--- src/rtl/multicycle_sequencer_pkg.sv ---
`default_nettype none
// ============================================================================
// Module      : multicycle_sequencer_pkg
// Description : Shared definitions for the multicycle sequencer. Holds the
//               opcode values recognised by the decoder, the 3-bit state
//               encoding, the fault codes, and an opcode legality helper.
// Revision    : 1.0 - initial release
// ============================================================================
package multicycle_sequencer_pkg;

  // Opcodes. These are the same nine values the decoder recognises.
  localparam logic [6:0] OP_RTYPE  = 7'b0110011;
  localparam logic [6:0] OP_ITYPE  = 7'b0010011;
  localparam logic [6:0] OP_LOAD   = 7'b0000011;
  localparam logic [6:0] OP_STORE  = 7'b0100011;
  localparam logic [6:0] OP_BRANCH = 7'b1100011;
  localparam logic [6:0] OP_JALR   = 7'b1100111;
  localparam logic [6:0] OP_JAL    = 7'b1101111;
  localparam logic [6:0] OP_AUIPC  = 7'b0010111;
  localparam logic [6:0] OP_LUI    = 7'b0110111;

  // State encoding. Value 6 is unused.
  typedef enum logic [2:0] {
    ST_IDLE      = 3'd0,
    ST_FETCH     = 3'd1,
    ST_DECODE    = 3'd2,
    ST_EXECUTE   = 3'd3,
    ST_MEMORY    = 3'd4,
    ST_WRITEBACK = 3'd5,
    ST_HALT      = 3'd7
  } state_t;

  // Fault codes reported on the fault output.
  localparam logic [1:0] FAULT_NONE    = 2'b00;
  localparam logic [1:0] FAULT_ILLEGAL = 2'b01;
  localparam logic [1:0] FAULT_IMEM_TO = 2'b10;
  localparam logic [1:0] FAULT_DMEM_TO = 2'b11;

  function automatic logic is_legal_opcode(input logic [6:0] op);
    case (op)
      OP_RTYPE, OP_ITYPE, OP_LOAD, OP_STORE, OP_BRANCH,
      OP_JALR, OP_JAL, OP_AUIPC, OP_LUI: return 1'b1;
      default:                           return 1'b0;
    endcase
  endfunction

endpackage
`default_nettype wire

--- src/rtl/multicycle_sequencer_wait_watchdog.sv ---
`default_nettype none
// ============================================================================
// Module      : multicycle_sequencer_wait_watchdog
// Description : Wait-state counter shared by the FETCH and MEMORY waits.
//               o_expired flags the cycle that would be the TIMEOUT_CYCLES-th
//               consecutive wait cycle, so the FSM can fault in that cycle.
// Ports       : clk, rst     - clock, synchronous active-high reset
//               i_clear      - zero the count (takes priority over i_enable)
//               i_enable     - count one more wait cycle
//               o_expired    - current wait cycle is the last one allowed
// Revision    : 1.0 - initial release
// ============================================================================
module multicycle_sequencer_wait_watchdog #(
  parameter int TIMEOUT_CYCLES = 255,
  parameter int TIMEOUT_BITS   = 8
) (
  input  logic clk,
  input  logic rst,
  input  logic i_clear,
  input  logic i_enable,
  output logic o_expired
);

  localparam logic [TIMEOUT_BITS-1:0] c_LAST = TIMEOUT_BITS'(TIMEOUT_CYCLES - 1);

  logic [TIMEOUT_BITS-1:0] r_count;

  always_ff @(posedge clk) begin
    if (rst || i_clear) begin
      r_count <= '0;
    end else if (i_enable) begin
      r_count <= r_count + 1'b1;
    end
  end

  // The count holds the number of wait cycles already spent, so the current
  // cycle is the TIMEOUT_CYCLES-th one when the count equals TIMEOUT_CYCLES-1.
  assign o_expired = (r_count == c_LAST);

endmodule
`default_nettype wire

--- src/rtl/multicycle_sequencer.sv ---
`default_nettype none
// ============================================================================
// Module      : multicycle_sequencer
// Description : Control FSM sequencing the single-datapath core through
//               IDLE/FETCH/DECODE/EXECUTE/MEMORY/WRITEBACK/HALT. Gates the
//               decoder enables so each fires once per instruction, owns the
//               imem/dmem handshakes, a wait watchdog and a retire counter.
// Ports       : clock, reset           - clock, synchronous active-high reset
//               start, halt_req        - run control
//               opcode                 - instruction[6:0] from the IR
//               imem_valid, dmem_ready - memory handshakes
//               imem_req, ir_wEn, dmem_req, mem_wEn_gate, rf_wEn_gate,
//               pc_wEn                 - per-phase strobes / gates
//               busy, halted, fault, retired - status
// Revision    : 1.0 - initial release
// ============================================================================
module multicycle_sequencer
  import multicycle_sequencer_pkg::*;
#(
  parameter int TIMEOUT_CYCLES = 255,
  parameter int TIMEOUT_BITS   = 8,
  parameter int RETIRE_BITS    = 32
) (
  input  logic                   clock,
  input  logic                   reset,
  input  logic                   start,
  input  logic                   halt_req,
  input  logic [6:0]             opcode,
  input  logic                   imem_valid,
  input  logic                   dmem_ready,
  output logic                   imem_req,
  output logic                   ir_wEn,
  output logic                   dmem_req,
  output logic                   mem_wEn_gate,
  output logic                   rf_wEn_gate,
  output logic                   pc_wEn,
  output logic                   busy,
  output logic                   halted,
  output logic [1:0]             fault,
  output logic [RETIRE_BITS-1:0] retired
);

  state_t                 r_state;
  state_t                 w_next;
  logic [1:0]             r_fault;
  logic [RETIRE_BITS-1:0] r_retired;

  logic       w_imem_req, w_ir_wEn, w_dmem_req, w_mem_wEn, w_rf_wEn, w_pc_wEn;
  logic       w_retire, w_fault_set, w_wd_en, w_wd_clear, w_wd_expired;
  logic [1:0] w_fault_code;
  logic       w_is_load, w_is_store;

  assign w_is_load  = (opcode == OP_LOAD);
  assign w_is_store = (opcode == OP_STORE);

  always_ff @(posedge clock) begin
    if (reset) begin
      r_state   <= ST_IDLE;
      r_fault   <= FAULT_NONE;
      r_retired <= '0;
    end else begin
      r_state <= w_next;
      if (w_fault_set) r_fault <= w_fault_code;
      if (w_retire)    r_retired <= r_retired + RETIRE_BITS'(1);
    end
  end

  always_comb begin
    w_next       = r_state;
    w_imem_req   = 1'b0;
    w_ir_wEn     = 1'b0;
    w_dmem_req   = 1'b0;
    w_mem_wEn    = 1'b0;
    w_rf_wEn     = 1'b0;
    w_pc_wEn     = 1'b0;
    w_retire     = 1'b0;
    w_wd_en      = 1'b0;
    w_fault_set  = 1'b0;
    w_fault_code = FAULT_NONE;

    case (r_state)
      ST_IDLE: begin
        if (start) w_next = ST_FETCH;
      end
      ST_FETCH: begin
        w_imem_req = 1'b1;
        if (imem_valid) begin
          // A valid word in the last allowed cycle still wins over timeout.
          w_ir_wEn = 1'b1;
          w_next   = ST_DECODE;
        end else begin
          w_wd_en = 1'b1;
          if (w_wd_expired) begin
            w_next       = ST_HALT;
            w_fault_set  = 1'b1;
            w_fault_code = FAULT_IMEM_TO;
          end
        end
      end
      ST_DECODE: begin
        if (is_legal_opcode(opcode)) begin
          w_next = ST_EXECUTE;
        end else begin
          w_next       = ST_HALT;
          w_fault_set  = 1'b1;
          w_fault_code = FAULT_ILLEGAL;
        end
      end
      ST_EXECUTE: begin
        if (w_is_load || w_is_store) begin
          w_next = ST_MEMORY;
        end else if (opcode == OP_BRANCH) begin
          w_pc_wEn = 1'b1;
          w_retire = 1'b1;
          w_next   = halt_req ? ST_IDLE : ST_FETCH;
        end else begin
          w_next = ST_WRITEBACK;
        end
      end
      ST_MEMORY: begin
        w_dmem_req = 1'b1;
        if (dmem_ready) begin
          if (w_is_load) begin
            w_next = ST_WRITEBACK;
          end else begin
            // Only loads and stores reach MEMORY, so this is the store commit.
            w_mem_wEn = 1'b1;
            w_pc_wEn  = 1'b1;
            w_retire  = 1'b1;
            w_next    = halt_req ? ST_IDLE : ST_FETCH;
          end
        end else begin
          w_wd_en = 1'b1;
          if (w_wd_expired) begin
            w_next       = ST_HALT;
            w_fault_set  = 1'b1;
            w_fault_code = FAULT_DMEM_TO;
          end
        end
      end
      ST_WRITEBACK: begin
        w_rf_wEn = 1'b1;
        w_pc_wEn = 1'b1;
        w_retire = 1'b1;
        w_next   = halt_req ? ST_IDLE : ST_FETCH;
      end
      ST_HALT: begin
        w_next = ST_HALT;
      end
      default: begin
        w_next = ST_IDLE;
      end
    endcase
  end

  // Only one wait state is ever active, so one watchdog serves both. It is
  // cleared whenever no wait cycle is being counted, including on handshake.
  assign w_wd_clear = ~w_wd_en;

  multicycle_sequencer_wait_watchdog #(
    .TIMEOUT_CYCLES (TIMEOUT_CYCLES),
    .TIMEOUT_BITS   (TIMEOUT_BITS)
  ) u_watchdog (
    .clk       (clock),
    .rst       (reset),
    .i_clear   (w_wd_clear),
    .i_enable  (w_wd_en),
    .o_expired (w_wd_expired)
  );

  // The state register still holds the aborted state during the reset cycle,
  // so every strobe is masked by reset to keep that cycle side-effect free.
  assign imem_req     = w_imem_req & ~reset;
  assign ir_wEn       = w_ir_wEn   & ~reset;
  assign dmem_req     = w_dmem_req & ~reset;
  assign mem_wEn_gate = w_mem_wEn  & ~reset;
  assign rf_wEn_gate  = w_rf_wEn   & ~reset;
  assign pc_wEn       = w_pc_wEn   & ~reset;

  assign busy    = (r_state != ST_IDLE) && (r_state != ST_HALT);
  assign halted  = (r_state == ST_HALT);
  assign fault   = r_fault;
  assign retired = r_retired;

endmodule
`default_nettype wire

--- config.mk ---
export PLATFORM = sky130hd
export DESIGN_NAME = multicycle_sequencer
export DESIGN_NICKNAME = d
export VERILOG_FILES = /design/src/rtl/multicycle_sequencer_pkg.sv /design/src/rtl/multicycle_sequencer_wait_watchdog.sv /design/src/rtl/multicycle_sequencer.sv
export SDC_FILE = /design/constraint.sdc
export NUM_CORES = 1
export LEC_CHECK = 0
export ABC_AREA = 1
export BUFFER_PORTS_ARGS = -buffer_cell sky130_fd_sc_hd__clkbuf_2
export CORE_MARGIN = 2
export CORE_UTILIZATION = 60
export DETAILED_ROUTE_END_ITERATION = 10
export PLACE_DENSITY = 0.86
export SYNTH_ARGS = -nofsm -noshare
export SYNTH_HDL_FRONTEND = slang
export SYNTH_SLANG_ARGS = --single-unit
--- constraint.sdc ---
create_clock -name clock -period 3.4 [get_ports clock]
set_input_delay 1.02 -clock clock [delete_from_list [all_inputs] [get_ports clock]]
set_output_delay 1.02 -clock clock [all_outputs]
set_load 0.02 [all_outputs]
Word level (Yosys, flattened, before mapping)
Cells that the tools add are included.

storage, ports and cells
  flip-flop bits (word level) = 45
  bits of input ports = 13
  output and inout bits = 42

cells by class
  add/subtract/negate cells = 2
  equality and inequality tests = 18
  muxes and demuxes = 37
  bitwise gates (word level) = 8
  reduce and logical (&&, ||, !) cells = 6

operator list
  kind                   count
  $add 32x1->32 const B  1
  $mux 3                 8
  $eq 7x6->1 const B     3
  $eq 7x7->1 const B     3
  $pmux 3 s7             1
  $mux 1                 20
  $eq 7x5->1 const B     2
  $eq 3x3->1 const B     3
  $reduce_or 9->1        1
  $add 8x1->8 const B    1
  $eq 8x8->1 const B     1
  $mux 2                 4
  $eq 7x2->1 const B     1
  $and 1x1->1            6
  $eq 3x2->1 const B     2
  $pmux 1 s3             2
  $pmux 2 s3             1
  $eq 3x1->1 const B     1
  $logic_not 3->1        1
  $ne 3x3->1 const B     1
  $reduce_bool 3->1      1
  $logic_or 1x1->1       2
  $ne 2x2->1 const B     1
  $not 1->1              2
  2 further kinds        2

Longest topological paths before layout
  word-level depth = 6
  mapped depth = 11

Modules after synthesis
Synthesis repeated with hierarchy kept, for this count alone.

unflattened totals
  cells, all modules = 476
  area, all modules = 2956.6 µm²

modules (own cells, without submodules)
  module                              times used  cells an instance  area an instance (µm²)
  multicycle_sequencer                1           422                2573.7
  multicycle_sequencer_wait_watchdog  1           54                 382.9

Least setup slack after synthesis
Ideal clock, no wire load.

  path type = input to output
  from = input port opcode[1]
  to = output port pc_wEn
  data arrival time = 2023 ps
  slack = 357 ps
  cell stages on the path = 7
  buffers on the path = 1
  path through = nand2_1 > nor2_4 > nand3_1 > nand3_4 > inv_4 > buf_6 > nor2_1

on the way
  cells in the longest elaborated chain, start to end = 5

RTL lines
  element                                   line                                                      RTL
  start: declaration                        multicycle_sequencer.sv:28                                input logic [6:0] opcode,
  $eq 7x2->1, or another cell as far along  multicycle_sequencer.sv:53                                assign w_is_load = (opcode == OP_LOAD);
  $mux 1, or another cell as far along      multicycle_sequencer.sv:123                               if (w_is_load) begin
  $mux 1 (on tied branches)                 multicycle_sequencer.sv:122, multicycle_sequencer.sv:110
  $pmux 1 s3 *                              multicycle_sequencer.sv:81                                case (r_state)
  $and 1x1->1 *                             multicycle_sequencer.sv:178                               assign pc_wEn = w_pc_wEn & ~reset;
  end: declaration                          multicycle_sequencer.sv:36                                output logic pc_wEn,

Every way passes the cells marked *; elsewhere a longest branch is shown, timed or not.

Worst setup path in the final report
  from = input port opcode[4]
  to = output port pc_wEn

The elaborated chain is that of the path after synthesis.

==> impl_metrics.toml <==
[timing]
period_minus_slack_ns = 3.093
clock_skew_ns = 0.01163
slew_viol_final = 0
fin_crit_sh = 0.9096
hold_violations = 0
rsz0062_at_grt = "no"
fmaxAchievable_ghz = 0.3233
setup_viol = 0
worstMarginPinSlew_ns = 0.4532
slew_headroom = 0.6975
fin_tns_setup_ns = 0

[grt]
track_usage = 0.2712
antenna_found_initial = 0
grt_pass1_vias = 2759
grt_pass1_wl_um = 11510
overflow = 0
grt_max_degree = 44

[cts]
clkSinkCount = 45
post_cts_buffers = 0
cts_root_buf = "clkbuf_8"
holdBufCountCts = 0
htree_levels = 2
clk_latency_ns = 0.31
cts.clk_slew.worst_paths_ns = 0.08
cts-resized-gates = 0
cts_tree = "done"
cts_buffer_depth = 2
cts_buffers = 5

[logic_synthesis]
synth-seq-cells = 45
synth-seq-area-share = 0.3210
ys.flop_type = "dfxtp_1"
synth_edf_count = 0
syn_avg_cell_area_um2 = 5.946
syn_inst = 472
synth_cell_types = 29
yosys_warnings = 0
async_flop_share = 0
syn-num-nets = 488
syn_area_um2 = 2806

[floorplan]
io_pins = 55
initial_core_util = 0.6315
core_um2 = 4444
fp.dieW_um = 72.39
die_y_um = 72.39
die_area_um2 = 5240
rows = 24

[layout]
area_delta_synth_final_pct = 14.85
insertedDiodeCount = 0
drive_gt1_frac = 0.1616
final_area_um2 = 3223
final_cell_mix = "nand2_1, nor2_1, clkbuf_2, dfxtp_1, inv_1"
final_common_cell = "nand2_1"
fin_util = 0.7252
nets = 541

[worst_setup_path]
cp.required_ns = 2.38
arrival_ns = 2.07
worstSetupPathType = "primary input to output pin"
critical_path_buf_inv_count = 3
cpPeakStageDelay_ns = 0.23
worst_r2r_path_depth = 9
path_max_fanout = 19
path_depth = 8
path_cells = "clkbuf_2 > nor3_2 > nand2_1 > nand2_2 > nand3_4 > inv_4 > nor2_1 > clkbuf_2"
cp_top_family = "simple AND/OR/NAND/NOR gates"
endpoint_kind = "output pin"
cp_slowest_cell = "nor3_2"
start_kind = "primary input"
crit_top_cell = "clkbuf_2"

[hold_path]
min_path_type = "register to register"
holdPathStages = 1

[power]
p_sw_frac = 0.2447
intPower_uw = 858.2
power_density_nw_per_um2 = 352.5
p_clk_frac = 0.428
switchingPower_uw = 278.0
p_seq_frac = 0.478
p_leak_uw = 0.001333
combPwrFrac = 0.095
irDropWorstVdd_mv = 0.2021

[route]
drt_iter0_markers = 194
vias = 3015
drc = 0
routedWlPerCell_um = 11.72
final_antenna_net_count = 0
routed_wl_um = 6776
first_pass_iters = 4
viasPerCell = 5.216

[run]
maxCapViolCount = 0

[place]
place_congestion = 0.9260
placement.cell_area_um2 = 3089
place_hpwl_um = 5085
io_buffer_count = 54

[outcome]
status = "complete, no violations"
cell usage after synthesis (2+ instances only):
| master | instances | area share |
|---|---|---|
| o21ai_0 | 3 | 0.0053 |
| a21oi_1 | 29 | 0.052 |
| o211ai_1 | 2 | 0.0053 |
| inv_1 | 42 | 0.056 |
| nor3_2 | 4 | 0.014 |
| nand2_1 | 176 | 0.24 |
| xor2_1 | 5 | 0.016 |
| nand3_1 | 36 | 0.064 |
| buf_6 | 2 | 0.0080 |
| nor3_1 | 4 | 0.0071 |
| inv_2 | 4 | 0.0053 |
| nor2_2 | 5 | 0.011 |
| xnor2_1 | 6 | 0.019 |
| buf_4 | 4 | 0.011 |
| nor2_1 | 86 | 0.12 |
| dfxtp_1 | 45 | 0.32 |
| ha_1 | 3 | 0.013 |
| nor2_4 | 2 | 0.0080 |
| clkbuf_1 | 3 | 0.0040 |
| nand2_2 | 2 | 0.0045 |
power groups by stage:
| stage | Clock, uW | Combinational (uW) | Sequential (uW) |
|---|---|---|---|
| floorplan | 0 | 80.3 | 553 |
| global placement | 0 | 104 | 554 |
| detailed placement | 0 | 107 | 555 |
| CTS | 485 | 108 | 542 |
| global route | 509 | 120 | 544 |
| finish | 486 | 108 | 543 |
per-layer routing:
layer | track usage | share of wire | up-vias
met4 | 0.09053 | 0.021 | 0
met5 | 0 | 0 | -
met3 | 0.05139 | 0.044 | 16
li1 | - | - | 1573
met1 | 0.3262 | 0.45 | 1360
met2 | 0.4842 | 0.49 | 66
registers in the layout (all words and copies together), names as in the netlist:
name                count
u_watchdog.r_count      8
r_state                 3
fault                   2
retired                32
worst register-to-register path, cell delays in order, from the launching register on:
cell and delay [ns]:
dfxtp_1 0.50, nand2_1 0.09, nor2_1 0.18, nand3_1 0.15
nand3_4 0.13, buf_4 0.37, nand2_1 0.16, nand2_1 0.08
nand2_1 0.05, nor2_1 0.10
cells by family (layout without fill, tap and decap cells):
group	Yosys count	after routing	share of synthesized area
flops	45	45	0.3210
simple gates	317	317	0.4681
compound gates	39	39	0.07534
xor+xnor	11	11	0.03433
fa+ha+maj	3	3	0.01338
buf+inv	57	111	0.08783
path summary, 6_finish.rpt:
path                         start               endpoint  slack (ns)
max                      opcode[4]                 pc_wEn        0.31
min          u_watchdog.r_count[0]  u_watchdog.r_count[0]        0.48
max reg2reg             r_state[1]             retired[5]        1.54
min reg2reg  u_watchdog.r_count[0]  u_watchdog.r_count[0]        0.48
layout make-up:
type,count,area (um^2)
Tap cell,52,65.06
Clock inverter,3,65.06
Sequential cell,45,900.9
Timing Repair Buffer,56,285.3
Clock buffer,5,68.82
Inverter,47,178.9
Multi-Input combinational cell,370,1659
Fill cell,388,1221
through the flow:
stage          hold WS (ns)  setup WS [ns]  total power (uW)  cells
3_3_place_gp         0.4453         0.3400             657.7    570
3_5_place_dp         0.4633         0.2861             662.1    570
5_1_grt              0.4950         0.2051              1173    578
2_1_floorplan        0.4297         0.3573             633.3    472
4_1_cts              0.4841         0.2853              1135    578
6_report             0.4765         0.3072              1136    578
(Power assumes the default switching activity.)
